## src/rtl/tmds_pkg.sv

```systemverilog
// tmds_pkg: control-token codes, alignment FSM states and popcount shared by the TMDS decoder.
package tmds_pkg;
    localparam logic [9:0] CTRL_00 = 10'h354;
    localparam logic [9:0] CTRL_01 = 10'h0AB;
    localparam logic [9:0] CTRL_10 = 10'h154;
    localparam logic [9:0] CTRL_11 = 10'h2AB;

    typedef enum logic [1:0] {SEARCH, SLIP, LOCKED} fsm_state_t;

    function automatic logic [3:0] popcount(input logic [7:0] v);
        popcount = '0;
        for (int i = 0; i < 8; i++) popcount = popcount + {3'b000, v[i]};
    endfunction
endpackage

```

## src/rtl/tmds_decoder_if.sv

```systemverilog
// tmds_decoder_if: symbol input and decoded output bundle of one TMDS channel decoder.
interface tmds_decoder_if;
    logic       sym_valid_in;
    logic [9:0] sym_in;
    logic       valid_out;
    logic       de_out;
    logic [7:0] data_out;
    logic [1:0] ctrl_out;
    logic       sym_err_out;
    logic       locked_out;
    logic       bitslip_out;
    logic       disp_err_out;

    modport master (
        output sym_valid_in, sym_in,
        input  valid_out, de_out, data_out, ctrl_out, sym_err_out, locked_out, bitslip_out, disp_err_out
    );
    modport slave (
        input  sym_valid_in, sym_in,
        output valid_out, de_out, data_out, ctrl_out, sym_err_out, locked_out, bitslip_out, disp_err_out
    );
endinterface

```

## src/rtl/tmds_sym_decode.sv

```systemverilog
// tmds_sym_decode: combinational classify, DC-balance un-invert, transition un-XOR and encoder-consistency check.
module tmds_sym_decode
    import tmds_pkg::*;
(
    input  logic [9:0] sym,
    output logic       is_ctrl,
    output logic [1:0] ctrl,
    output logic [7:0] data,
    output logic       sym_err
);
    logic [7:0] qm;
    logic [3:0] n1;

    assign is_ctrl = sym inside {CTRL_00, CTRL_01, CTRL_10, CTRL_11};
    assign ctrl    = sym == CTRL_01 ? 2'b01 : sym == CTRL_10 ? 2'b10 : sym == CTRL_11 ? 2'b11 : 2'b00;
    assign qm      = sym[9] ? ~sym[7:0] : sym[7:0];
    assign data    = {qm[7:1] ^ qm[6:0] ^ {7{~sym[8]}}, qm[0]};
    assign n1      = popcount(data);
    // The encoder picks XNOR exactly when the byte is ones-heavy, so bit 8 is fully determined by the byte.
    assign sym_err = ~is_ctrl & (sym[8] != ~(n1 > 4'd4 || (n1 == 4'd4 && !data[0])));
endmodule

```

## src/rtl/tmds_decoder.sv

```systemverilog
// tmds_decoder: 2-stage TMDS channel decoder with word-alignment lock FSM and bitslip requests.
// Define TMDS_DISPARITY_CHECK_EN to add the running-disparity checker on disp_err_out.
module tmds_decoder
    import tmds_pkg::*;
#(
    parameter int unsigned CTRL_RUN       = 8,
    parameter int unsigned SEARCH_TIMEOUT = 1024,
    parameter int unsigned SLIP_WAIT      = 16,
    parameter int unsigned ERR_LIMIT      = 4
) (
    input logic         clk_in,
    input logic         rst_in,
    tmds_decoder_if.slave bus
);
    localparam int RW = $clog2(CTRL_RUN + 1);
    localparam int TW = $clog2(SEARCH_TIMEOUT + 1);
    localparam int SW = $clog2(SLIP_WAIT + 1);
    localparam int EW = $clog2(ERR_LIMIT + 1);
    localparam logic [RW-1:0] RUN_MAX  = RW'(CTRL_RUN);
    localparam logic [TW-1:0] TO_MAX   = TW'(SEARCH_TIMEOUT);
    localparam logic [SW-1:0] SLIP_MAX = SW'(SLIP_WAIT);
    localparam logic [EW-1:0] ERR_MAX  = EW'(ERR_LIMIT);

    logic       s1_valid;
    logic [9:0] s1_sym;
    logic       is_ctrl, sym_err;
    logic [1:0] ctrl;
    logic [7:0] data;

    fsm_state_t    state, state_nx;
    logic [RW-1:0] ctrl_run, ctrl_run_nx;
    logic [TW-1:0] timeout, timeout_nx;
    logic [SW-1:0] slip_cnt, slip_nx;
    logic [EW-1:0] err_cnt, err_nx;
    logic          slip_req;

    tmds_sym_decode u_dec (
        .sym    (s1_sym),
        .is_ctrl(is_ctrl),
        .ctrl   (ctrl),
        .data   (data),
        .sym_err(sym_err)
    );

    always_ff @(posedge clk_in) begin
        if (rst_in) begin
            s1_valid <= 1'b0;
            s1_sym   <= '0;
        end else begin
            s1_valid <= bus.sym_valid_in;
            if (bus.sym_valid_in) s1_sym <= bus.sym_in;
        end
    end

    always_ff @(posedge clk_in) begin
        if (rst_in) begin
            bus.valid_out   <= 1'b0;
            bus.de_out      <= 1'b0;
            bus.data_out    <= '0;
            bus.ctrl_out    <= '0;
            bus.sym_err_out <= 1'b0;
        end else begin
            bus.valid_out <= s1_valid;
            if (s1_valid) begin
                bus.de_out      <= ~is_ctrl;
                bus.data_out    <= is_ctrl ? 8'h00 : data;
                bus.ctrl_out    <= ctrl;
                bus.sym_err_out <= sym_err;
            end
        end
    end

    always_ff @(posedge clk_in) begin
        if (rst_in) begin
            state           <= SEARCH;
            ctrl_run        <= '0;
            timeout         <= '0;
            slip_cnt        <= '0;
            err_cnt         <= '0;
            bus.bitslip_out <= 1'b0;
        end else begin
            state           <= state_nx;
            ctrl_run        <= ctrl_run_nx;
            timeout         <= timeout_nx;
            slip_cnt        <= slip_nx;
            err_cnt         <= err_nx;
            bus.bitslip_out <= slip_req;
        end
    end

    always_comb begin
        state_nx    = state;
        ctrl_run_nx = ctrl_run;
        timeout_nx  = timeout;
        slip_nx     = slip_cnt;
        err_nx      = err_cnt;
        slip_req    = 1'b0;
        if (s1_valid) begin
            if (state == SEARCH) begin
                ctrl_run_nx = is_ctrl ? (ctrl_run == RUN_MAX ? ctrl_run : ctrl_run + RW'(1)) : '0;
                timeout_nx  = timeout == TO_MAX ? timeout : timeout + TW'(1);
                // Lock is checked first so a simultaneous timeout never slips an aligned stream.
                if (ctrl_run_nx == RUN_MAX) begin
                    state_nx    = LOCKED;
                    ctrl_run_nx = '0;
                    timeout_nx  = '0;
                    err_nx      = '0;
                end else if (timeout_nx == TO_MAX) begin
                    state_nx    = SLIP;
                    slip_req    = 1'b1;
                    ctrl_run_nx = '0;
                    timeout_nx  = '0;
                    slip_nx     = '0;
                end
            end else if (state == SLIP) begin
                slip_nx = slip_cnt == SLIP_MAX ? slip_cnt : slip_cnt + SW'(1);
                if (slip_nx == SLIP_MAX) begin
                    state_nx    = SEARCH;
                    slip_nx     = '0;
                    ctrl_run_nx = '0;
                    timeout_nx  = '0;
                end
            end else begin
                err_nx = is_ctrl ? '0 : (sym_err && err_cnt != ERR_MAX) ? err_cnt + EW'(1) : err_cnt;
                if (err_nx == ERR_MAX) begin
                    state_nx    = SEARCH;
                    err_nx      = '0;
                    ctrl_run_nx = '0;
                    timeout_nx  = '0;
                end
            end
        end
    end

    assign bus.locked_out = state == LOCKED;

`ifdef TMDS_DISPARITY_CHECK_EN
    logic signed [4:0] cnt;
    logic signed [5:0] dif, cnt_w, cnt_nx;
    logic [7:0]        qm;
    logic              q8, exp9;

    assign qm = s1_sym[9] ? ~s1_sym[7:0] : s1_sym[7:0];
    assign q8 = s1_sym[8];

    // Replays the transmitter's disparity bookkeeping to predict which way bit 9 had to go.
    always_comb begin
        dif   = $signed({1'b0, popcount(qm), 1'b0}) - 6'sd8;
        cnt_w = {cnt[4], cnt};
        if (cnt == 5'sd0 || dif == 6'sd0) begin
            exp9   = ~q8;
            cnt_nx = cnt_w + (q8 ? dif : -dif);
        end else if ((cnt > 5'sd0 && dif > 6'sd0) || (cnt < 5'sd0 && dif < 6'sd0)) begin
            exp9   = 1'b1;
            cnt_nx = cnt_w + (q8 ? 6'sd2 : 6'sd0) - dif;
        end else begin
            exp9   = 1'b0;
            cnt_nx = cnt_w + dif - (q8 ? 6'sd0 : 6'sd2);
        end
    end

    always_ff @(posedge clk_in) begin
        if (rst_in) begin
            cnt              <= '0;
            bus.disp_err_out <= 1'b0;
        end else if (s1_valid) begin
            cnt              <= is_ctrl ? 5'sd0 : cnt_nx[4:0];
            bus.disp_err_out <= ~is_ctrl & (s1_sym[9] != exp9);
        end
    end
`else
    assign bus.disp_err_out = 1'b0;
`endif
endmodule

```

## src/flat_wrapper.sv

```systemverilog
// flat-port wrapper written by rule: the top's interface ports become plain ports
module tmds_decoder_flat import tmds_pkg::*;
#(
    parameter int unsigned CTRL_RUN       = 8,
    parameter int unsigned SEARCH_TIMEOUT = 1024,
    parameter int unsigned SLIP_WAIT      = 16,
    parameter int unsigned ERR_LIMIT      = 4
)
  (clk_in, rst_in, bus_sym_valid_in, bus_sym_in, bus_valid_out, bus_de_out, bus_data_out, bus_ctrl_out, bus_sym_err_out, bus_locked_out, bus_bitslip_out, bus_disp_err_out);
  tmds_decoder_if bus_i ();
  input logic clk_in;
  input logic rst_in;
  input wire logic [$bits(bus_i.sym_valid_in)-1:0] bus_sym_valid_in;
  input wire logic [$bits(bus_i.sym_in)-1:0] bus_sym_in;
  output wire logic [$bits(bus_i.valid_out)-1:0] bus_valid_out;
  output wire logic [$bits(bus_i.de_out)-1:0] bus_de_out;
  output wire logic [$bits(bus_i.data_out)-1:0] bus_data_out;
  output wire logic [$bits(bus_i.ctrl_out)-1:0] bus_ctrl_out;
  output wire logic [$bits(bus_i.sym_err_out)-1:0] bus_sym_err_out;
  output wire logic [$bits(bus_i.locked_out)-1:0] bus_locked_out;
  output wire logic [$bits(bus_i.bitslip_out)-1:0] bus_bitslip_out;
  output wire logic [$bits(bus_i.disp_err_out)-1:0] bus_disp_err_out;
  assign bus_i.sym_valid_in = bus_sym_valid_in;
  assign bus_i.sym_in = bus_sym_in;
  assign bus_valid_out = bus_i.valid_out;
  assign bus_de_out = bus_i.de_out;
  assign bus_data_out = bus_i.data_out;
  assign bus_ctrl_out = bus_i.ctrl_out;
  assign bus_sym_err_out = bus_i.sym_err_out;
  assign bus_locked_out = bus_i.locked_out;
  assign bus_bitslip_out = bus_i.bitslip_out;
  assign bus_disp_err_out = bus_i.disp_err_out;
  tmds_decoder #(.CTRL_RUN(CTRL_RUN), .SEARCH_TIMEOUT(SEARCH_TIMEOUT), .SLIP_WAIT(SLIP_WAIT), .ERR_LIMIT(ERR_LIMIT)) u_core (.clk_in(clk_in), .rst_in(rst_in), .bus(bus_i));
endmodule
```

## config.mk

```make
export PLATFORM = sky130hd
export DESIGN_NAME = tmds_decoder_flat
export DESIGN_NICKNAME = d
export VERILOG_FILES = /design/src/rtl/tmds_pkg.sv /design/src/rtl/tmds_decoder_if.sv /design/src/rtl/tmds_sym_decode.sv /design/src/rtl/tmds_decoder.sv /design/src/flat_wrapper.sv
export SDC_FILE = /design/constraint.sdc
export NUM_CORES = 1
export LEC_CHECK = 0
export CAP_MARGIN = 40
export CORE_MARGIN = 2
export CORE_UTILIZATION = 35
export DETAILED_ROUTE_END_ITERATION = 12
export GPL_TIMING_DRIVEN = 0
export PLACE_DENSITY_LB_ADDON = 0.08
export SYNTH_ARGS = -nofsm -noshare
export SYNTH_HDL_FRONTEND = slang
export SYNTH_SLANG_ARGS = --single-unit
```

## constraint.sdc

```tcl
create_clock -name clk_in -period 10.8 [get_ports clk_in]
set_input_delay 2.16 -clock clk_in [delete_from_list [all_inputs] [get_ports clk_in]]
set_output_delay 2.16 -clock clk_in [all_outputs]
set_load 0.01 [all_outputs]
```

==> results of run 1 <==
[layout make-up]
class	count	area share (%)
timing repair buffer	26	7.182
tap	108	3.729
buffer	20	2.624
multi-input combinational	281	54.49
clock buffer	6	2.003
inverter	19	1.968
clock inverter	2	0.3798
sequential	50	27.62
[state kept, by name, summed over array words and instances, names as in the netlist]
name / flops
u_core.s1_sym: 10
u_core.s1_valid: 1
u_core.bus.valid_out: 1
u_core.bus.ctrl_out: 2
u_core.bus.sym_err_out: 1
u_core.timeout: 11
u_core.bus.de_out: 1
u_core.state: 2
u_core.bus.bitslip_out: 1
u_core.slip_cnt: 5
u_core.bus.data_out: 8
u_core.ctrl_run: 4
u_core.err_cnt: 3
[how the worst max path moves through the flow]
stage | from | to | slack [ps]
2_1_floorplan | u_core.s1_sym[8] | u_core.timeout[1] | 5950
3_3_place_gp | u_core.s1_sym[8] | u_core.timeout[2] | 5380
3_5_place_dp | u_core.s1_sym[8] | u_core.timeout[2] | 5400
4_1_cts | u_core.s1_sym[8] | u_core.timeout[2] | 5350
5_1_grt | u_core.s1_sym[8] | u_core.timeout[3] | 5020
6_report | u_core.s1_sym[8] | u_core.timeout[2] | 5380
[worst register-to-register path: stages (launching register included)]
cell and delay, ps:
dfxtp_1 330, buf_2 250, xor2_1 270, xor2_1 300
fa_1 500, fa_1 520, fa_1 540, inv_1 40
ha_1 210, fa_1 490, o31a_1 330, o211ai_2 300
a21oi_1 170, o31ai_2 530, a21oi_2 200, a211o_1 330
[power groups by stage]
stage / clock, uW / combinational (uW) / sequential (uW)
2_1_floorplan: 0 / 112 / 202
3_3_place_gp: 0 / 150 / 201
3_5_place_dp: 0 / 150 / 201
4_1_cts: 117 / 153 / 197
5_1_grt: 125 / 175 / 198
6_report: 112 / 152 / 196
[per-stage QoR]
| step | worst slack (ps) | util (%) |
|---|---|---|
| 2_1_floorplan | 5951 | - |
| 3_3_place_gp | 5383 | 40.56 |
| 3_5_place_dp | 5403 | 40.56 |
| 4_1_cts | 5353 | 41.55 |
| 5_1_grt | 5016 | 41.55 |
| 6_report | 5382 | 41.55 |
[routing by layer]
metal	GRT usage, %	up-vias	wire length, um
met1	21.51	1295	3614
met4	4.742	0	131
li1	-	1410	-
met2	28.43	56	3766
met3	2.766	11	245
met5	0	-	0
[layout by cell type, fill, tap and decap left out, types with 3 or more instances in the layout]
| cell | instances |
|---|---|
| dfxtp_1 | 50 |
| nor2_1 | 31 |
| nand2_1 | 28 |
| a21oi_1 | 28 |
| clkdlybuf4s50_1 | 26 |
| inv_1 | 19 |
| nand3_1 | 17 |
| xnor2_1 | 15 |
| mux2i_1 | 12 |
| nor3_1 | 11 |
| ha_1 | 11 |
| o21ai_0 | 10 |
| clkbuf_1 | 9 |
| or3_1 | 8 |
| nor4_1 | 6 |
| a211o_1 | 6 |
| nand4_1 | 5 |
| a31oi_1 | 5 |
| o31ai_1 | 5 |
| and3_1 | 5 |
| clkbuf_8 | 5 |
| buf_2 | 4 |
| xor2_1 | 4 |
| buf_4 | 4 |
| or2_2 | 4 |
| buf_1 | 4 |
| o31a_1 | 4 |
| a21o_1 | 4 |
| and2_1 | 4 |
| fa_1 | 4 |
| nand2b_1 | 3 |
| a211oi_1 | 3 |
[cell families after synthesis]
kind of cell	after synthesis	synth area share [%]
buffers and inverters	39	5.297
xor gates and xnor gates	19	5.297
DFF	50	31.86
and+or+nand+nor	142	24.53
other	1	0.1194
AOI/OAI and AO/OA	91	21.78
adders and majority gates	15	6.930
muxes	13	4.182
==> summary.md, run 1 <==
| Metric | Value |
|---|---|
| CP Class | reg2reg |
| Cts-stage hold buffer count | 0 |
| Nets | roughly 430 |
| Minimum clock period | roughly 5400 ps |
| Overall power | 460.7 uW |
| Gr ovfl total | 0 |
| Register area | 0.001001 mm^2 |
| # rows | 34 |
| First-pass GRT wire length | 13340 um |
| Fmax | 184.6 MHz |
| Worst hold slack | 466.9 ps |
| FF-to-FF path depth | 15 |
| # placed instances | ~500 |
| Die width | 98.75 um |
| Headroom to the max-slew limit | 54.08% |
| Initial core utilization | between 30% and 40% |
| Switching power | 156.3 uW |
| Fin. Hold Viols | 0 |
| Placed instance area | 0.003537 mm^2 |
| Hold Path Class | reg2reg |
| Die height | between 90 and 100 um |
| # DRC | 0 |
| Reg-to-reg startpoint | u_core.s1_sym[8] |
| Avg Cell Area, Syn | 8.491 um^2 |
| Final-layout fill cell count | 881 |
| CTS tree | built |
| Sequential fraction of the synthesis area | 31.86% |
| Yosys warning count | 0 |
| Unique cell type count in the Yosys netlist | 71 |
| Post-synth top cells | 50 x dfxtp_1, 31 x nor2_1, 28 x a21oi_1, 28 x nand2_1, 19 x inv_1 |
| Post-synth top flop | dfxtp_1 |
| Final max-slew violation count | 0 |
| Worst reg-to-reg setup slack | around 5400 ps |
| Clk pwr share | 24.3% |
| Synthesized area | 0.003142 mm^2 |
| Fin area | 0.003623 mm^2 |
| Initial antenna violation count | 0 |
| Die area | between 0.009 and 0.01 mm^2 |
| Cells after Synth | 370 |
| TNS Setup | 0 ps |
| Post-DP HPWL | between 5000 and 6000 um |
| Unrepaired setup endpoints after global routing | no |
| Reg2reg end | u_core.timeout[2] |
| Worst Path Buf+Inv | 2 |
| Status | finished clean |
| Crit path DAT | 5620 ps |
| Most numerous cell in the Yosys netlist | dfxtp_1 |
| Multi-input logic area | 0.001974 mm^2 |
| Internal | 304.4 uW |
| GR Util All Layers | 16.59% |
| Skew final | 11.84 ps |
| Num CTS Buffers | 5 |
| H-tree depth | 2 |
| DRT Pass-1 Iters | 4 |
| Post-cts resize count | 0 |
| Total vias in the final route | 2772 |
| Share of post-route cells with drive strength above 1 | under 10% |
| Syn_nets | 398 |
| ANT cells | 0 |
| Post-synth EDFFs | 0 |
| Hold path cells | 2 |
| Leakage | roughly 0.0014 uW |
| CP Max Fanout | 10 |
| WP data required | 11000 ps |
| Vias in the first global route | 2700 |
| Hold endpoint | u_core.bus.data_out[4] |
| Share of the clock period used by the worst path | 50.17% |
| Worst skew pair latency | 310 ps |
| Share of power burned in combinational logic | 33.1% |
| Pwr/cell area | 127.1 mW/mm^2 |
| Avg Vias per Cell | 5.414 |
| Endpoints failing setup | 0 |
| Reg power frac | 42.6% |
| Core Region | 0.008721 mm^2 |
| Hold_sp | u_core.bus.data_out[4] |
| Cells along the critical path | buf_2 -> xor2_1 -> xor2_1 -> fa_1 -> fa_1 -> fa_1 -> inv_1 -> ha_1 -> fa_1 -> o31a_1 -> o211ai_2 -> a21oi_1 -> o31ai_2 -> a21oi_2 -> a211o_1 |
| Slowest cell on the critical path | fa_1 |
| Slew @ Worst Pin | between 600 and 700 ps |
| Crit path depth | 15 |
| Clk slew on worst S/H paths | 100 ps |
| Area contributors post-synth | dfxtp_1 32%, a21oi_1 4.5%, ha_1 4.4%, xnor2_1 4.2%, mux2i_1 3.8% |
| Drt wl/cell | roughly 15 um |
| Worst path top cell family by delay | adder cells |
| CP most frequent cell | fa_1 |
| Post-synth top area cell | dfxtp_1 |
| Sw frac | around 34% |
| Max Root-Sink Buffers | 2 |
| Flops & latches, synth | 50 |
| Layout Area Growth over Synthesis | 15.33% |
| DRT Wirelength | just under 8000 um |
| Max-cap violations | 0 |
| Final std cells w/o fill | 512 |
| FFs w/ async S/R, synth | 0% |
| Largest net degree at the start of global routing | 16 |
| Clock Sinks | 50 |
| DRT iter0 DRCs | 128 |
| Critical Path Sink Type | flip-flop |
| Number of I/O port buffers | 26 |
| Gpl congestion | 0.8588 |
| Top cell type's share of synthesized area | 31.86% |
| Routed Antenna Nets | 0 |
| Root buf cell | clkbuf_8 |
| Worst VDD drop | 0.00007927 V |
| Post-CTS Setup Inserts | 0 |
| Setup crit start kind | flip-flop |
| I/O pins | 29 |
| CP peak stage delay | 540 ps |
(Power assumes the default switching activity.)
==> run 2: changes to the inputs <==
- clock period: 10.8 -> 5.65 ns (I/O delays scaled with it)
==> run 2 against run 1 <==
Highest routed layer unchanged. Critical endpoint is now u_core.timeout[1]. Clock skew barely moved. Routed wire length rose by 0.22%. Clock power grew 91%. Largest cell class unchanged. Flip-flop and latch count stayed put. Register-to-register slack worse by 5100 ps. Utilization up 0.42 points.
==> summary.md, run 2 (synthesis results as in run 1) <==
| Metric | Value |
|---|---|
| CTS tree | built |
| Die width | around 99 um |
| Endpoints failing setup | 0 |
| Placed instance area | 0.003537 mm^2 |
| Reg power frac | 41.3% |
| Minimum clock period | 5410 ps |
| Status | finished clean |
| Slew @ Worst Pin | 687.6 ps |
| Sw frac | 34.20% |
| Setup slack after layout | around 240 ps |
| Die area | between 0.009 and 0.01 mm^2 |
| Post-cts resize count | 0 |
| Clk slew on worst S/H paths | 100 ps |
| GR Util All Layers | 16.59% |
| Gpl congestion | about 0.86 |
| Pwr/cell area | 248.3 mW/mm^2 |
| Post-DP HPWL | 5857 um |
| Clock Sinks | 50 |
| WP data required | 5850 ps |
| Max reg flops | 11 |
| Routed Antenna Nets | 0 |
| Crit path DAT | approximately 5600 ps |
| Fmax | 184.8 MHz |
| Setup crit start kind | flip-flop |
| Share of post-route cells with drive strength above 1 | 9.158% |
| Final-layout fill cell count | 878 |
| Biggest regs | u_core.timeout: 11 flops, u_core.s1_sym: 10 flops, u_core.bus.data_out: 8 flops |
| Final Util | 41.97% |
| Root buf cell | clkbuf_8 |
| Skew final | 11.95 ps |
| Most flop-heavy register | u_core.timeout |
| CP Max Fanout | 10 |
| Switching power | 310.8 uW |
| H-tree depth | 2 |
| Worst VDD drop | 0.0001518 V |
| ANT cells | 0 |
| Worst skew pair latency | 310 ps |
| Nets | roughly 430 |
| Max Root-Sink Buffers | 2 |
| Fin area | 0.003660 mm^2 |
| Critical Path Sink Type | flip-flop |
| Clk pwr share | 23.6% |
| Vias in the first global route | 2700 |
| Number of I/O port buffers | 26 |
| Num CTS Buffers | 5 |
| Most common cell after layout, fill and taps aside | dfxtp_1 |
| # DRC | 0 |
| Post-CTS Setup Inserts | 0 |
| Gr ovfl total | 0 |
| Headroom to the max-slew limit | 54.16% |
| Die height | 98.75 um |
| Final max-slew violation count | 0 |
| Share of power burned in combinational logic | 35.1% |
| Max-cap violations | 0 |
| Largest net degree at the start of global routing | 16 |
| Avg Vias per Cell | around 5.4 |
| Cts-stage hold buffer count | 0 |
| Drt wl/cell | 15.19 um |
| Register area | around 0.001 mm^2 |
| DRT iter0 DRCs | 149 |
| I/O pins | 29 |
| Layout Area Growth over Synthesis | 16.49% |
| Share of the clock period used by the worst path | 95.75% |
| Fin. Hold Viols | 0 |
| Commonest non-fill, non-tap cells in the layout | 50 x dfxtp_1, 31 x nor2_1, 28 x nand2_1, 28 x a21oi_1, 26 x clkdlybuf4s50_1 |
| Leakage | approximately 0.0014 uW |
| Hold Path Class | reg2reg |
| DRT Wirelength | 7776 um |
| Internal | 598.1 uW |
| Core Region | a little under 0.009 mm^2 |
| First-pass GRT wire length | approximately 13000 um |
| Initial antenna violation count | 0 |
| Total vias in the final route | 2783 |
| Initial core utilization | 36.03% |
| Multi-input logic area | approximately 0.0020 mm^2 |
| Unrepaired setup endpoints after global routing | yes |
| DRT Pass-1 Iters | 4 |
| Placement Setup Slack | 252.9 ps |
| # rows | 34 |
| CP Class | reg2reg |
[run 2: path summary, 6_finish.rpt]
check | from | end | slack, ps | depth (start not counted)
setup / recovery | u_core.s1_sym[8] | u_core.timeout[1] | 240 | 15
hold / removal | u_core.bus.data_out[4] | u_core.bus.data_out[4] | 470 | 2
setup reg to reg | u_core.s1_sym[8] | u_core.timeout[1] | 240 | 15
hold reg to reg | u_core.bus.data_out[4] | u_core.bus.data_out[4] | 470 | 2
[run 2: final cells by class]
cell class	count	share of cell area, %
buffer	20	2.598
inverter	19	1.949
sequential	50	27.35
tap	108	3.692
clock inverter	2	0.3761
timing repair buffer	26	7.111
clock buffer	6	1.983
multi-input combinational	281	54.94
[run 2: worst max-delay path, cell delays in order, from the launching register on]
cell      delay (ps)
dfxtp_1          330
buf_2            250
xor2_1           270
xor2_1           310
fa_1             500
fa_1             520
fa_1             540
inv_1             40
ha_1             210
fa_1             480
o31a_1           350
o211ai_4         280
a21oi_1          180
o31a_1           420
o31a_1           380
a32o_1           220
[run 2: power groups by stage]
stage | clock network [uW] | logic (uW) | registers (uW)
final | 214 | 319 | 376
after global routing | 239 | 364 | 378
after CTS | 223 | 293 | 376
after detailed placement | 0 | 286 | 384
after global placement | 0 | 286 | 384
after floorplan | 0 | 215 | 385
[run 2: metal layers]
metal,vias to the layer above,track usage (%),wire length (um)
met1,1313,21.51,3625
li1,1410,-,-
met2,48,28.43,3807
met4,0,4.742,132
met3,12,2.766,211
met5,-,0,0
[run 2: per-stage QoR]
step	cells	setup TNS (ps)	total power (uW)	hold slack (ps)
6_report	512	0	908.9	466.9
5_1_grt	512	-31.54	981.0	496.3
4_1_cts	512	0	891.7	471.7
3_5_place_dp	504	0	669.6	454.1
3_3_place_gp	504	0	669.7	454.4
2_1_floorplan	370	0	599.9	453.9
==> run 3: changes to the inputs <==
- ABC_CLOCK_PERIOD_IN_PS: default -> 5650
- CTS_CLUSTER_SIZE: default -> 10
==> results of run 3 <==
Same layout as run 2: the final DEF is identical, and so are final timing and power.
